--- src/rtl/my_regfile_pkg.sv ---
// Shared types for the register-file write side: default widths, control states
// and the queued write entry.
package my_regfile_pkg;

    localparam int DW_DEF = 16;
    localparam int AW_DEF = 4;

    typedef enum logic {
        INIT = 1'b0,
        RUN  = 1'b1
    } state_t;

    typedef struct packed {
        logic [AW_DEF-1:0] idx;
        logic [DW_DEF-1:0] data;
    } wentry_t;

endpackage

--- src/rtl/my_regfile_wq.sv ---
// Write queue: synchronous FIFO of packed write entries with occupancy count
// and a synchronous flush on rst. Storage itself is never reset.
module my_regfile_wq #(
    parameter int EW    = 20,
    parameter int DEPTH = 4
) (
    input  logic                     clk,
    input  logic                     rst,
    input  logic                     push,
    input  logic [EW-1:0]            din,
    input  logic                     pop,
    output logic [EW-1:0]            dout,
    output logic                     full,
    output logic                     empty,
    output logic [$clog2(DEPTH):0]   count
);

    localparam int PW = $clog2(DEPTH);

    logic [EW-1:0] mem [DEPTH];
    logic [PW-1:0] wp;
    logic [PW-1:0] rp;
    logic [PW:0]   cnt;

    always_ff @(posedge clk) begin
        if (rst) begin
            wp  <= '0;
            rp  <= '0;
            cnt <= '0;
        end else begin
            if (push) wp <= wp + PW'(1);
            if (pop)  rp <= rp + PW'(1);
            case ({push, pop})
                2'b10:   cnt <= cnt + (PW+1)'(1);
                2'b01:   cnt <= cnt - (PW+1)'(1);
                default: cnt <= cnt;
            endcase
        end
    end

    always_ff @(posedge clk) begin
        if (push) mem[wp] <= din;
    end

    assign dout  = mem[rp];
    assign full  = (cnt == (PW+1)'(DEPTH));
    assign empty = (cnt == '0);
    assign count = cnt;

endmodule

--- src/rtl/my_regfile_wr.sv ---
// Register-file write side: owns the array, self-loads rf[i] = i after reset,
// then drains queued write requests one per cycle. rd1 is a combinational read.
module my_regfile_wr
    import my_regfile_pkg::*;
#(
    parameter int DW     = DW_DEF,
    parameter int AW     = AW_DEF,
    parameter int QDEPTH = 4
) (
    input  logic          clk,
    input  logic          rst,
    input  logic          wvalid,
    output logic          wready,
    input  logic [AW-1:0] wn,
    input  logic [DW-1:0] wd,
    input  logic [AW-1:0] n1,
    output logic [DW-1:0] rd1,
    output logic          busy
);

    localparam int NREG = 2**AW;
    localparam int CW   = $clog2(QDEPTH) + 1;

    state_t        state_q, state_d;
    logic [AW-1:0] ptr_q, ptr_d;
    logic [DW-1:0] rf [NREG];

    wentry_t       push_e, head_e;
    logic          push, pop, full, empty;
    logic [CW-1:0] count;

    logic          we;
    logic [AW-1:0] wa;
    logic [DW-1:0] wdat;

    assign push_e.idx  = wn;
    assign push_e.data = wd;

    my_regfile_wq #(
        .EW    ($bits(wentry_t)),
        .DEPTH (QDEPTH)
    ) u_wq (
        .clk   (clk),
        .rst   (rst),
        .push  (push),
        .din   (push_e),
        .pop   (pop),
        .dout  (head_e),
        .full  (full),
        .empty (empty),
        .count (count)
    );

    // INIT and drain share the single array write port, selected by state
    always_comb begin
        state_d = state_q;
        ptr_d   = ptr_q;
        we      = 1'b0;
        pop     = 1'b0;
        wa      = ptr_q;
        wdat    = {{(DW-AW){1'b0}}, ptr_q};
        if (!rst) begin
            case (state_q)
                INIT: begin
                    we    = 1'b1;
                    ptr_d = ptr_q + AW'(1);
                    if (&ptr_q) state_d = RUN;
                end
                RUN: begin
                    pop  = !empty;
                    we   = !empty;
                    wa   = head_e.idx;
                    wdat = head_e.data;
                end
                default: state_d = INIT;
            endcase
        end
    end

    always_ff @(posedge clk) begin
        if (rst) begin
            state_q <= INIT;
            ptr_q   <= '0;
        end else begin
            state_q <= state_d;
            ptr_q   <= ptr_d;
        end
    end

    always_ff @(posedge clk) begin
        if (we) rf[wa] <= wdat;
    end

    // Full blocks acceptance even when a pop happens in the same cycle
    assign wready = !rst && (state_q == RUN) && !full;
    assign push   = wvalid && wready;
    assign busy   = rst || (state_q == INIT) || (count != '0);
    assign rd1    = rf[n1];

endmodule

--- config.mk ---
export PLATFORM = sky130hd
export DESIGN_NAME = my_regfile_wr
export DESIGN_NICKNAME = d
export VERILOG_FILES = /design/src/rtl/my_regfile_pkg.sv /design/src/rtl/my_regfile_wq.sv /design/src/rtl/my_regfile_wr.sv
export SDC_FILE = /design/constraint.sdc
export NUM_CORES = 1
export LEC_CHECK = 0
export CORE_MARGIN = 1
export CORE_UTILIZATION = 50
export CTS_CLUSTER_DIAMETER = 40
export DETAILED_ROUTE_END_ITERATION = 6
export GPL_ROUTABILITY_DRIVEN = 0
export GPL_TIMING_DRIVEN = 0
export PLACE_DENSITY = 0.7
export SLEW_MARGIN = 15
export SYNTH_ARGS = -nofsm -noshare
export SYNTH_HDL_FRONTEND = slang
export SYNTH_SLANG_ARGS = --single-unit
--- constraint.sdc ---
create_clock -name clk -period 8.3 [get_ports clk]
set_clock_uncertainty 0.2 [all_clocks]
set_input_delay 0.83 -clock clk [delete_from_list [all_inputs] [get_ports clk]]
set_output_delay 0.83 -clock clk [all_outputs]
set_load 0.01 [all_outputs]
==> results.tsv <==
stage	metric	value	unit
clocking	post_cts.resized_instances	0	
timing	fmax	0.2177	GHz
power	leakage	5.317	nW
run_status	outcome	finished with violations	
clocking	number_of_buffers_inserted_by_post_cts_setup_repair	0	
detailed_routing	detail_route.vias_per_cell	5.846	
clocking	cts.reportedPaths.clkPinSlew	0.06	ns
timing	hold_viol_final	0	
clocking	insertion_delay	0.52	ns
final_layout	mostFrequentLayoutCell	sky130_fd_sc_hd__edfxtp_1	
final_layout	final_design_area_no_fill	0.01601	mm²
clocking	cts_hold_buffers	0	
floorplanning	pin_count	45	
logic_synthesis	synth_enable_flop_cells	336	
detailed_routing	route.antenna.remaining_nets	0	
power	power.density_cell_area	240.8	mW/mm²
floorplanning	initial_utilization	0.5138	
clocking	ctsLongestPathBuffers	3	
critical_path	timing.critical_path.slowest_cell_delay	0.74	ns
detailed_routing	detail_route.iter0.violations	560	
logic_synthesis	post_synth_num_cell_types	40	
timing	drv_slew	0	
critical_path	critical_path.cell_chain	clkbuf_1 -> buf_1 -> mux4_2 -> mux4_2 -> clkdlybuf4s50_1	
logic_synthesis	synth_async_sr_flop_share	0	
run_status	violations	DRC	
timing	worst_slew_pin_slew	1.112	ns
critical_path	cp-start-kind	primary input	
detailed_routing	route.final.wire_length	26430	µm
detailed_routing	via_count	6273	
timing	slew_headroom	0.2536	
global_routing	grt_first_pass_wirelength	40640	µm
critical_path	crit_fanout	10	
floorplanning	chipHeight	166.3	µm
final_layout	sequential_cell_area	0.01037	mm²
timing	grt_setup_unrepaired	false	
detailed_routing	post_drt_wl_per_cell	24.63	µm
placement	post-dp-hpwl	17480	µm
logic_synthesis	ys_dominant_reg_cell	sky130_fd_sc_hd__edfxtp_1	
final_layout	fillerInstances	1790	
floorplanning	num_rows	59	
global_routing	groute.usage.overall	0.2000	
flow_run	drv_cap	0	
timing	period_share	0.5534	
clocking	cts_tree	done	
critical_path	critical_setup_path_kind	in -> out	
critical_path	critical-path-top-cell-by-count	sky130_fd_sc_hd__mux4_2	
logic_synthesis	yosysWarnings	0	
logic_synthesis	syn-cell-area	0.01350	mm²
floorplanning	die_area	0.02767	mm²
logic_synthesis	synth_nets	633	
clocking	cts_max_level	2	
critical_path	crit_arrival	3.56	ns
logic_synthesis	synth_cells	599	
final_layout	antenna-diode-count	0	
placement	port_buffers	40	
logic_synthesis	ys_ff_latch	350	
final_layout	multi_input_area	0.003002	mm²
timing	final_period_minus_worst_setup_slack	4.593	ns
power	worst_ir_drop_on_vdd	0.1630	mV
final_layout	fraction_of_layout_instances_using_a_drive_strength_above_1	0.2927	
global_routing	grt_start_max_net_pins	21	
floorplanning	die-width	166.3	µm
worst_hold_path	min_path_type	reg -> reg	
critical_path	kind_of_end_point_of_the_critical_path	output pin	
critical_path	cpMaxStageDelayCell	sky130_fd_sc_hd__buf_1	
clocking	cts.root.buffer_cell	sky130_fd_sc_hd__clkbuf_16	
clocking	clock_sink_count	350	
logic_synthesis	average_cell_area_after_synthesis	22.54	µm²
final_layout	area_delta_synth_final	18.53	%
detailed_routing	dr.pass1.iters	7	
global_routing	gr-total-overflow	0	
logic_synthesis	synth.yosys.seq_area_share	0.7680	
detailed_routing	drc	4	
critical_path	critPathRequiredTime	7.27	ns
global_routing	number_of_global_route_vias_before_repair	6747	
final_layout	most_frequent_cells_in_the_layout	336 x sky130_fd_sc_hd__edfxtp_1, 97 x sky130_fd_sc_hd__mux4_2, 43 x sky130_fd_sc_hd__clkbuf_16	
global_routing	antenna_found_initial	0	
floorplanning	floorplan.core_area	0.02628	mm²
final_layout	fin_nets	739	
timing	setup_violations	0	
clocking	numCtsBuffers	41	
timing	fin_setup_tns	0	ns
placement	dpl_cell_area	0.01465	mm²
state kept, by name, indices dropped and copies added, names as in the netlist, named ones only:
register and count:
ptr_q 4, rf 256, state_q 1, u_wq.count 3
u_wq.mem 80, u_wq.rp 2, u_wq.wp 2
area by class of cell:
| type | instances | share of cell area |
|---|---|---|
| Sequential cell | 350 | 0.6479 |
| Multi-Input combinational cell | 212 | 0.1875 |
| Clock buffer | 48 | 0.06840 |
| Timing Repair Buffer | 63 | 0.04167 |
| Tap cell | 335 | 0.02619 |
| Clock inverter | 28 | 0.01634 |
| Buffer | 29 | 0.01008 |
| Inverter | 8 | 0.001876 |
critical path, delay by kind of cell:
kind     cells  cell delay, ns
buf+inv      3            1.78
mux          2            0.95
cells in the mapped netlist (2+ instances only):
cell	number	share of area
sky130_fd_sc_hd__o21ai_0	2	0.00074
sky130_fd_sc_hd__nor2b_1	3	0.0014
sky130_fd_sc_hd__buf_1	8	0.0022
sky130_fd_sc_hd__mux2_2	2	0.0017
sky130_fd_sc_hd__a21oi_1	3	0.0011
sky130_fd_sc_hd__o22a_1	2	0.0013
sky130_fd_sc_hd__xor2_1	3	0.0019
sky130_fd_sc_hd__dfxtp_1	14	0.021
sky130_fd_sc_hd__buf_6	4	0.0033
sky130_fd_sc_hd__and2_1	17	0.0079
sky130_fd_sc_hd__mux4_2	97	0.16
sky130_fd_sc_hd__edfxtp_1	336	0.75
sky130_fd_sc_hd__nand3_1	3	0.0011
sky130_fd_sc_hd__mux2i_1	7	0.0052
sky130_fd_sc_hd__ha_1	6	0.0056
sky130_fd_sc_hd__or3_1	2	0.00093
sky130_fd_sc_hd__buf_2	6	0.0022
sky130_fd_sc_hd__xnor2_1	5	0.0032
sky130_fd_sc_hd__nand2_1	11	0.0031
sky130_fd_sc_hd__inv_1	8	0.0022
sky130_fd_sc_hd__nor3_1	9	0.0033
sky130_fd_sc_hd__buf_4	4	0.0022
sky130_fd_sc_hd__nor3b_1	2	0.0011
sky130_fd_sc_hd__clkbuf_1	7	0.0019
sky130_fd_sc_hd__nor2_1	23	0.0064
routing by layer:
metal,up-vias,wire length [µm],GRT usage
li1,2724,-,-
met1,3258,10670,0.2665
met2,242,13640,0.3416
met3,49,1443,0.03122
met4,0,671,0.06401
met5,-,0,0
power by group:
part	internal [mW]	switching, mW
clock network	1.06	0.701
registers	1.94	0.00525
logic	0.0762	0.0784
total	3.07	0.784
metrics by stage:
stage | utilization | hold slack [ns] | worst slack [ns] | instances | power [mW]
final | 0.6090 | 0.3310 | 3.707 | 1073 | 3.854
after global routing | 0.6090 | 0.3733 | 3.669 | 1073 | 3.963
after detailed placement | 0.5574 | 0.3297 | 3.787 | 997 | 2.137
after CTS | 0.6090 | 0.3432 | 3.780 | 1073 | 3.882
after global placement | 0.5450 | 0.3101 | 2.912 | 974 | 2.124
after floorplan | - | 0.2839 | 4.646 | 599 | 2.067
logic make-up (layout without fill, tap and decap cells):
logic type / after synthesis / count (layout) / share of synthesized area
AO/OA/AOI/OAI: 15 / 15 / 0.007969
multiplexers: 107 / 107 / 0.1695
flip-flops: 350 / 350 / 0.7680
adder cells (fa/ha/maj): 7 / 7 / 0.007042
XOR/XNOR: 8 / 8 / 0.005189
buffers and inverters: 37 / 176 / 0.01418
AND/OR/NAND/NOR: 75 / 75 / 0.02817
path summary, 6_finish.rpt:
kind	end	from	slack (ns)	depth (start not counted)
worst max-delay path	rd1[14]	n1[1]	3.71	5
worst min-delay path	flip-flop	u_wq.rp[1]$_SDFFE_PP0N_	0.33	2
worst max register to register	rf[14][11]$_DFFE_PP_	flip-flop	4.99	6
worst min register to register	flip-flop	u_wq.rp[1]$_SDFFE_PP0N_	0.33	2
No activity file was read; power rests on OpenSTA's default activity.
